$ cat src/rtl/instr_stream_encoder_pkg.sv
// Shared kind codes, RV32I opcodes and FSM state encoding for the program loader.
package instr_stream_encoder_pkg;

    typedef enum logic [2:0] {
        KIND_LW    = 3'd0,
        KIND_SW    = 3'd1,
        KIND_RTYPE = 3'd2,
        KIND_BEQ   = 3'd3,
        KIND_IALU  = 3'd4,
        KIND_JAL   = 3'd5
    } kind_t;

    // Same opcode values the main decoder matches.
    localparam logic [6:0] OP_LOAD   = 7'b0000011;
    localparam logic [6:0] OP_STORE  = 7'b0100011;
    localparam logic [6:0] OP_RTYPE  = 7'b0110011;
    localparam logic [6:0] OP_BRANCH = 7'b1100011;
    localparam logic [6:0] OP_IALU   = 7'b0010011;
    localparam logic [6:0] OP_JAL    = 7'b1101111;

    localparam logic [31:0] NOP_WORD = 32'h0000_0013;

    typedef enum logic [1:0] {
        ST_IDLE = 2'd0,
        ST_LOAD = 2'd1,
        ST_DONE = 2'd2
    } state_t;

endpackage

$ cat src/rtl/instr_stream_encoder_instr_field_packer.sv
// Combinational packer: symbolic instruction fields -> RV32I word plus legality.
// Illegal kinds and out-of-range immediates yield NOP_WORD with legal=0.
module instr_field_packer
    import instr_stream_encoder_pkg::*;
(
    input  logic [2:0]  kind,
    input  logic [2:0]  funct3,
    input  logic        funct7b5,
    input  logic [4:0]  rd,
    input  logic [4:0]  rs1,
    input  logic [4:0]  rs2,
    input  logic [31:0] imm,
    output logic [31:0] word,
    output logic        legal
);

    logic signed [31:0] simm;
    logic               imm12_ok;
    logic               br_ok;
    logic               jal_ok;
    logic [31:0]        enc;

    assign simm = imm;

    // Immediate range checks in two's complement.
    always_comb begin
        imm12_ok = (simm >= -32'sd2048) && (simm <= 32'sd2047);
        br_ok    = (simm >= -32'sd4096) && (simm <= 32'sd4094) && !imm[0];
        jal_ok   = (simm >= -32'sd1048576) && (simm <= 32'sd1048574) && !imm[0];
    end

    // Field packing per instruction kind.
    always_comb begin
        enc   = NOP_WORD;
        legal = 1'b0;
        case (kind_t'(kind))
            KIND_LW: begin
                enc   = {imm[11:0], rs1, funct3, rd, OP_LOAD};
                legal = imm12_ok;
            end
            KIND_SW: begin
                enc   = {imm[11:5], rs2, rs1, funct3, imm[4:0], OP_STORE};
                legal = imm12_ok;
            end
            KIND_RTYPE: begin
                enc   = {1'b0, funct7b5, 5'b00000, rs2, rs1, funct3, rd, OP_RTYPE};
                legal = 1'b1;
            end
            KIND_BEQ: begin
                enc   = {imm[12], imm[10:5], rs2, rs1, funct3, imm[4:1], imm[11], OP_BRANCH};
                legal = br_ok;
            end
            KIND_IALU: begin
                enc   = {imm[11:0], rs1, funct3, rd, OP_IALU};
                legal = imm12_ok;
            end
            KIND_JAL: begin
                enc   = {imm[20], imm[10:1], imm[11], imm[19:12], rd, OP_JAL};
                legal = jal_ok;
            end
            default: begin
                enc   = NOP_WORD;
                legal = 1'b0;
            end
        endcase
        word = legal ? enc : NOP_WORD;
    end

endmodule

$ cat src/rtl/instr_stream_encoder.sv
// Program-loading front end: encodes one symbolic instruction per beat and
// writes it to consecutive instruction-memory words, holding the core in
// reset until the load completes.
module instr_stream_encoder
    import instr_stream_encoder_pkg::*;
#(
    parameter int          ADDR_W    = 8,
    parameter int unsigned BASE_ADDR = 0
) (
    input  logic              clk,
    input  logic              reset,
    input  logic              start,
    input  logic              in_valid,
    output logic              in_ready,
    input  logic [2:0]        in_kind,
    input  logic [2:0]        in_funct3,
    input  logic              in_funct7b5,
    input  logic [4:0]        in_rd,
    input  logic [4:0]        in_rs1,
    input  logic [4:0]        in_rs2,
    input  logic [31:0]       in_imm,
    input  logic              in_last,
    output logic              mem_we,
    output logic [ADDR_W-1:0] mem_addr,
    output logic [31:0]       mem_wdata,
    output logic              core_hold,
    output logic              done,
    output logic              err,
    output logic              overflow
);

    localparam logic [ADDR_W-1:0] BASE    = ADDR_W'(BASE_ADDR);
    localparam logic [ADDR_W-1:0] PTR_MAX = '1;

    state_t            state_q, state_d;
    logic [ADDR_W-1:0] ptr_q;
    logic              accept;
    logic              load_entry;
    logic [31:0]       pk_word;
    logic              pk_legal;

    instr_field_packer u_packer (
        .kind     (in_kind),
        .funct3   (in_funct3),
        .funct7b5 (in_funct7b5),
        .rd       (in_rd),
        .rs1      (in_rs1),
        .rs2      (in_rs2),
        .imm      (in_imm),
        .word     (pk_word),
        .legal    (pk_legal)
    );

    // State register.
    always_ff @(posedge clk) begin
        if (reset) state_q <= ST_IDLE;
        else       state_q <= state_d;
    end

    // Next-state and handshake/status decode. The move to DONE happens on the
    // accepting edge so no further beat is taken while the final write is out.
    always_comb begin
        state_d    = state_q;
        in_ready   = 1'b0;
        done       = 1'b0;
        core_hold  = 1'b1;
        accept     = 1'b0;
        load_entry = 1'b0;
        case (state_q)
            ST_IDLE: begin
                if (start) begin
                    state_d    = ST_LOAD;
                    load_entry = 1'b1;
                end
            end
            ST_LOAD: begin
                in_ready = 1'b1;
                accept   = in_valid;
                if (accept && (in_last || ptr_q == PTR_MAX))
                    state_d = ST_DONE;
            end
            ST_DONE: begin
                done      = 1'b1;
                core_hold = 1'b0;
                if (start) begin
                    state_d    = ST_LOAD;
                    load_entry = 1'b1;
                end
            end
            default: state_d = ST_IDLE;
        endcase
    end

    // Write pointer, registered memory write port and sticky flags.
    always_ff @(posedge clk) begin
        if (reset) begin
            ptr_q     <= BASE;
            mem_we    <= 1'b0;
            mem_addr  <= BASE;
            mem_wdata <= '0;
            err       <= 1'b0;
            overflow  <= 1'b0;
        end else begin
            mem_we <= accept;
            if (load_entry) begin
                ptr_q    <= BASE;
                err      <= 1'b0;
                overflow <= 1'b0;
            end
            if (accept) begin
                mem_addr  <= ptr_q;
                mem_wdata <= pk_word;
                if (!pk_legal)
                    err <= 1'b1;
                if (ptr_q == PTR_MAX) begin
                    if (!in_last)
                        overflow <= 1'b1;
                end else begin
                    ptr_q <= ptr_q + 1'b1;
                end
            end
        end
    end

endmodule
$ cat config.mk
export PLATFORM = sky130hd
export DESIGN_NAME = instr_stream_encoder
export DESIGN_NICKNAME = d
export VERILOG_FILES = /design/src/rtl/instr_stream_encoder_pkg.sv /design/src/rtl/instr_stream_encoder_instr_field_packer.sv /design/src/rtl/instr_stream_encoder.sv
export SDC_FILE = /design/constraint.sdc
export NUM_CORES = 1
export LEC_CHECK = 0
export ABC_AREA = 1
export CAP_MARGIN = 10
export CORE_MARGIN = 8
export CORE_UTILIZATION = 40
export DETAILED_ROUTE_END_ITERATION = 16
export PLACE_DENSITY_LB_ADDON = 0.3
export SLEW_MARGIN = 20
export SYNTH_ARGS = -nofsm -noshare
export SYNTH_HDL_FRONTEND = slang
export SYNTH_SLANG_ARGS = --single-unit
$ cat constraint.sdc
create_clock -name clk -period 1.7 [get_ports clk]
set_clock_uncertainty 0.1 [all_clocks]
set_input_delay 0.255 -clock clk [delete_from_list [all_inputs] [get_ports clk]]
set_output_delay 0.255 -clock clk [all_outputs]
set_load 0.01 [all_outputs]
==> flow_results.org <==
** Status
- The run finished with clean final reports.

** Layout
- The finished cells cover 4360 µm².
- Count of nets after finishing :: 583
- From synthesis to final layout, the design area changed by 60.4%.
- Share of cells above drive strength 1 :: 0.174
- Once layout is complete, the utilization of the core stands at 0.652.
- Antenna cells :: 0

** STA
- Number of pins exceeding their max-slew limit in the final report :: 0
- After layout, the minimum clock period comes to 1.64 ns.
- Headroom to the max-slew limit came out at 0.719.
- Final setup viols :: 0
- Upper clock frequency limit :: 608 MHz
- In the finished design, the share of the clock period the worst path needs comes to 0.967.
- Transition time of the tightest slew-check pin :: 0.420 ns
- Final WS setup :: 0.0555 ns
- Final-report hold violation count :: 0
- Setup repair after global routing missed its margin :: true

** Worst setup path
- Category of the worst setup path capture point :: flop
- Along the worst path, the maximum fanout reaches 2.
- In this design, the stage delay of the slowest critical-path cell is 0.37 ns.
- Arrival time of the worst setup path :: 1.77 ns
- The critical path is of the reg -> reg type.
- Crit path max-delay family :: simple AND/OR/NAND/NOR gates
- Traced cell by cell, the critical path runs through ha_4 -> nand2_4 -> nor3b_4 -> nand2_2 -> o21ai_2 -> buf_4 -> nor2_1 -> nor4_1.
- Setup crit start kind :: flop
- Cell type of the slowest stage on the worst timing path :: dfxtp_2
- Combined buffer and inverter count along the critical path :: 1
- Endpoint required time on the critical path :: 1.82 ns

** Yosys
- Of the post-synthesis cell area, the dominant cell type holds 0.376.
- Cell types with the largest area share after synthesis :: dfxtp_1 38%, nand2_1 13%, a21oi_1 8.1%
- Synthesis produced a netlist with a net count of 451.
- Avg Synthesized Cell Area :: 6.95 µm²
- Largest area contributor in the synthesized netlist :: dfxtp_1
- Cells after Synth :: 391
- Number of synthesis warnings :: 0
- The synthesized design contains 0 enable-type register cells.
- Sorting the synthesized cells by how often they occur yields 95 x nand2_1, 51 x dfxtp_1, 47 x nor2_1, 44 x a21oi_1, 40 x inv_1.
- Most common cell in the netlist :: nand2_1
- The netlist uses 33 different library cells.
- Post-Synthesis Cell Area :: 2720 µm²
- Main flop type after synthesis :: dfxtp_1
- Flip-flop and latch count after synthesis :: 51
- Async S/R FF share, synth :: 0
- Proportion of synthesized chip area in sequential cells :: 0.376

** Power and ir drop
- VDD sags by at most 327 µV.
- Of the total power, registers draw 0.460.
- Switching power summed over all nets :: 700 µW
- Switching part of the total :: 0.262
- Reported leakage power :: 0.00187 µW
- The share of total power dissipated in the clock network is 0.344.
- The internal portion of the total power is 1970 µW.
- The share of total power dissipated in combinational logic is 0.197.
- P per Cell Area :: 612 nW/µm²

** Global routing
- The number of global-route vias before repair came to 3,088.
- The first global-routing pass estimated 14,200 µm of wire.
- The number of antenna violations at the first check in global routing came to 0.
- Total track usage :: 0.177
- Global routing finished with a remaining overflow of 0.
- Entering global routing, the biggest net connects 30 pins.

** Floorplanning
- Total number of placement rows :: 30
- The floorplan step defined a die boundary enclosing 9690 µm².
- Count of pins on the block boundary :: 105
- In this run the vertical extent of the chip is 98.4 µm.
- For this configuration, the core starts out at a cell density of 0.407.
- Die boundary width :: 98.4 µm
- Core ar. :: 6680 µm²

** Placed design
- Half-perimeter wire length after detailed placement :: 6900 µm
- After detailed placement, the total cell area comes to 4100 µm².
- Global placer's final weighted congestion :: 0.848
- Number of port buffers :: 104
- OpenSTA, run right after detailed placement, puts the worst setup slack at -0.358 ns.

** Clock network
- For the worst-skew pair, the clock arrives at the later sink with an insertion delay of 0.31 ns.
- In this run, CTS created clock tree buffers numbering 5.
- Clk pin slew, worst setup/hold paths :: 0.10 ns
- Clock tree from TritonCTS :: yes
- Number of H-tree levels :: 2
- Clock Sink Count :: 51
- Cell at the root of the clock tree :: clkbuf_8
- In this run the deepest clock path goes through 2 buffers.
- Hold repair after CTS inserted 0 buffers.
- Once the clock tree was built, the setup fixing pass inserted 0 buffers.

** Drt
- Drt pass-1 iters :: 4
- Via-per-instance ratio :: 5.11
- Count of routing violations after the opening detailed-route iteration :: 159
- Detailed-route DRC error count :: 0
- In the final routed layout, each cell accounts on average for 14.8 µm.
- In this run the remaining antenna-violating nets after routing total 0.
- Vias after detailed routing :: 3,085
- Wires add up to 8950 µm.

** Job
- Across the run, the number of max-cap violations was 0.

** Hold path
- Class of the tightest hold or removal check :: in -> reg
sequential cells by signal, indices dropped and copies added, names as in the netlist:
register and count:
err 1, mem_addr 8, mem_wdata 30, mem_we 1, overflow 1, ptr_q 8, state_q 2
layer usage:
layer  wire, µm  GRT usage  vias to the layer above
met5          0          0                        -
met3        646     0.0507                       15
met2       4520      0.306                      102
met1       3630      0.205                     1418
met4        157     0.0590                        0
li1           -          -                     1550
power groups by stage:
stage	clock [µW]	sequential, µW	combinational, µW
3_3_place_gp	0	1250	516
2_1_floorplan	0	1260	211
4_1_cts	937	1230	521
6_report	917	1230	525
5_1_grt	973	1230	570
3_5_place_dp	0	1250	524
final timing paths:
path,startpoint,slack (ns),to,cells after the start
worst min register to register,mem_addr[3]$_SDFFE_PP0P_,0.36,mem_addr[3]$_SDFFE_PP0P_,2
worst max-delay path,ptr_q[1]$_SDFF_PP0_,0.06,ptr_q[2]$_SDFF_PP0_,8
worst min-delay path,in_imm[17],0.33,mem_wdata[17]$_SDFFE_PP0P_,4
worst max register to register,ptr_q[1]$_SDFF_PP0_,0.06,ptr_q[2]$_SDFF_PP0_,8
final cells by class:
cell class / instances / area (µm²)
multi-input combinational: 278 / 1490
tap: 80 / 100
clock inverter: 2 / 38.8
sequential: 51 / 1020
clock buffer: 6 / 82.6
fill: 570 / 2320
inverter: 42 / 158
timing repair buffer: 145 / 1460
metrics by stage:
| step | TNS [ns] | power [µW] | hold slack, ns | instances |
|---|---|---|---|---|
| floorplan | 0 | 1470 | 0.239 | 391 |
| detailed placement | -9.40 | 1780 | 0.349 | 595 |
| global placement | -7.74 | 1770 | 0.345 | 595 |
| finish | 0 | 2670 | 0.330 | 604 |
| CTS | 0 | 2680 | 0.364 | 603 |
| global route | -0.0797 | 2770 | 0.353 | 604 |
repair_timing:
| action | CTS | global route |
|---|---|---|
| setup endpoints to repair | 19 | 39 |
| resized for setup | 8 | 38 |
| cloned | 0 | 1 |
| pin swaps | 0 | 16 |
cell families (layout without fill, tap and decap cells):
kind of cell,Yosys count,after routing,synth area share
xor gates and xnor gates,1,1,0.00322
buffers and inverters,62,195,0.101
DFF,51,51,0.376
and+or+nand+nor,198,198,0.350
adders and majority gates,1,1,0.00460
AOI/OAI and AO/OA,78,78,0.166
layout by cell type (no fill, tap or decap), types with 2 or more instances in the layout:
cell,instances
nand4_1,4
a21oi_1,42
dlygate4sd2_1,7
nand3_2,20
nand2_4,2
dlymetal6s2s_1,19
clkbuf_8,6
nor2_1,41
buf_12,4
nand2_2,2
inv_1,40
nand3_1,17
nor2_4,2
nor4_1,3
clkdlybuf4s50_1,78
a32o_1,8
o21ai_1,2
a21oi_2,2
nor2_2,6
o211ai_1,2
nand2_1,92
dfxtp_1,49
buf_4,35
o21ai_0,17
nor3_1,5
dfxtp_2,2
tightest hold or removal path: cells and delay by family:
kind / cells / cell delay [ns]
AO/OA/AOI/OAI: 2 / 0.27
AND/OR/NAND/NOR: 1 / 0.07
buffers and inverters: 1 / 0.13
No activity file was read; power rests on OpenSTA's default activity.
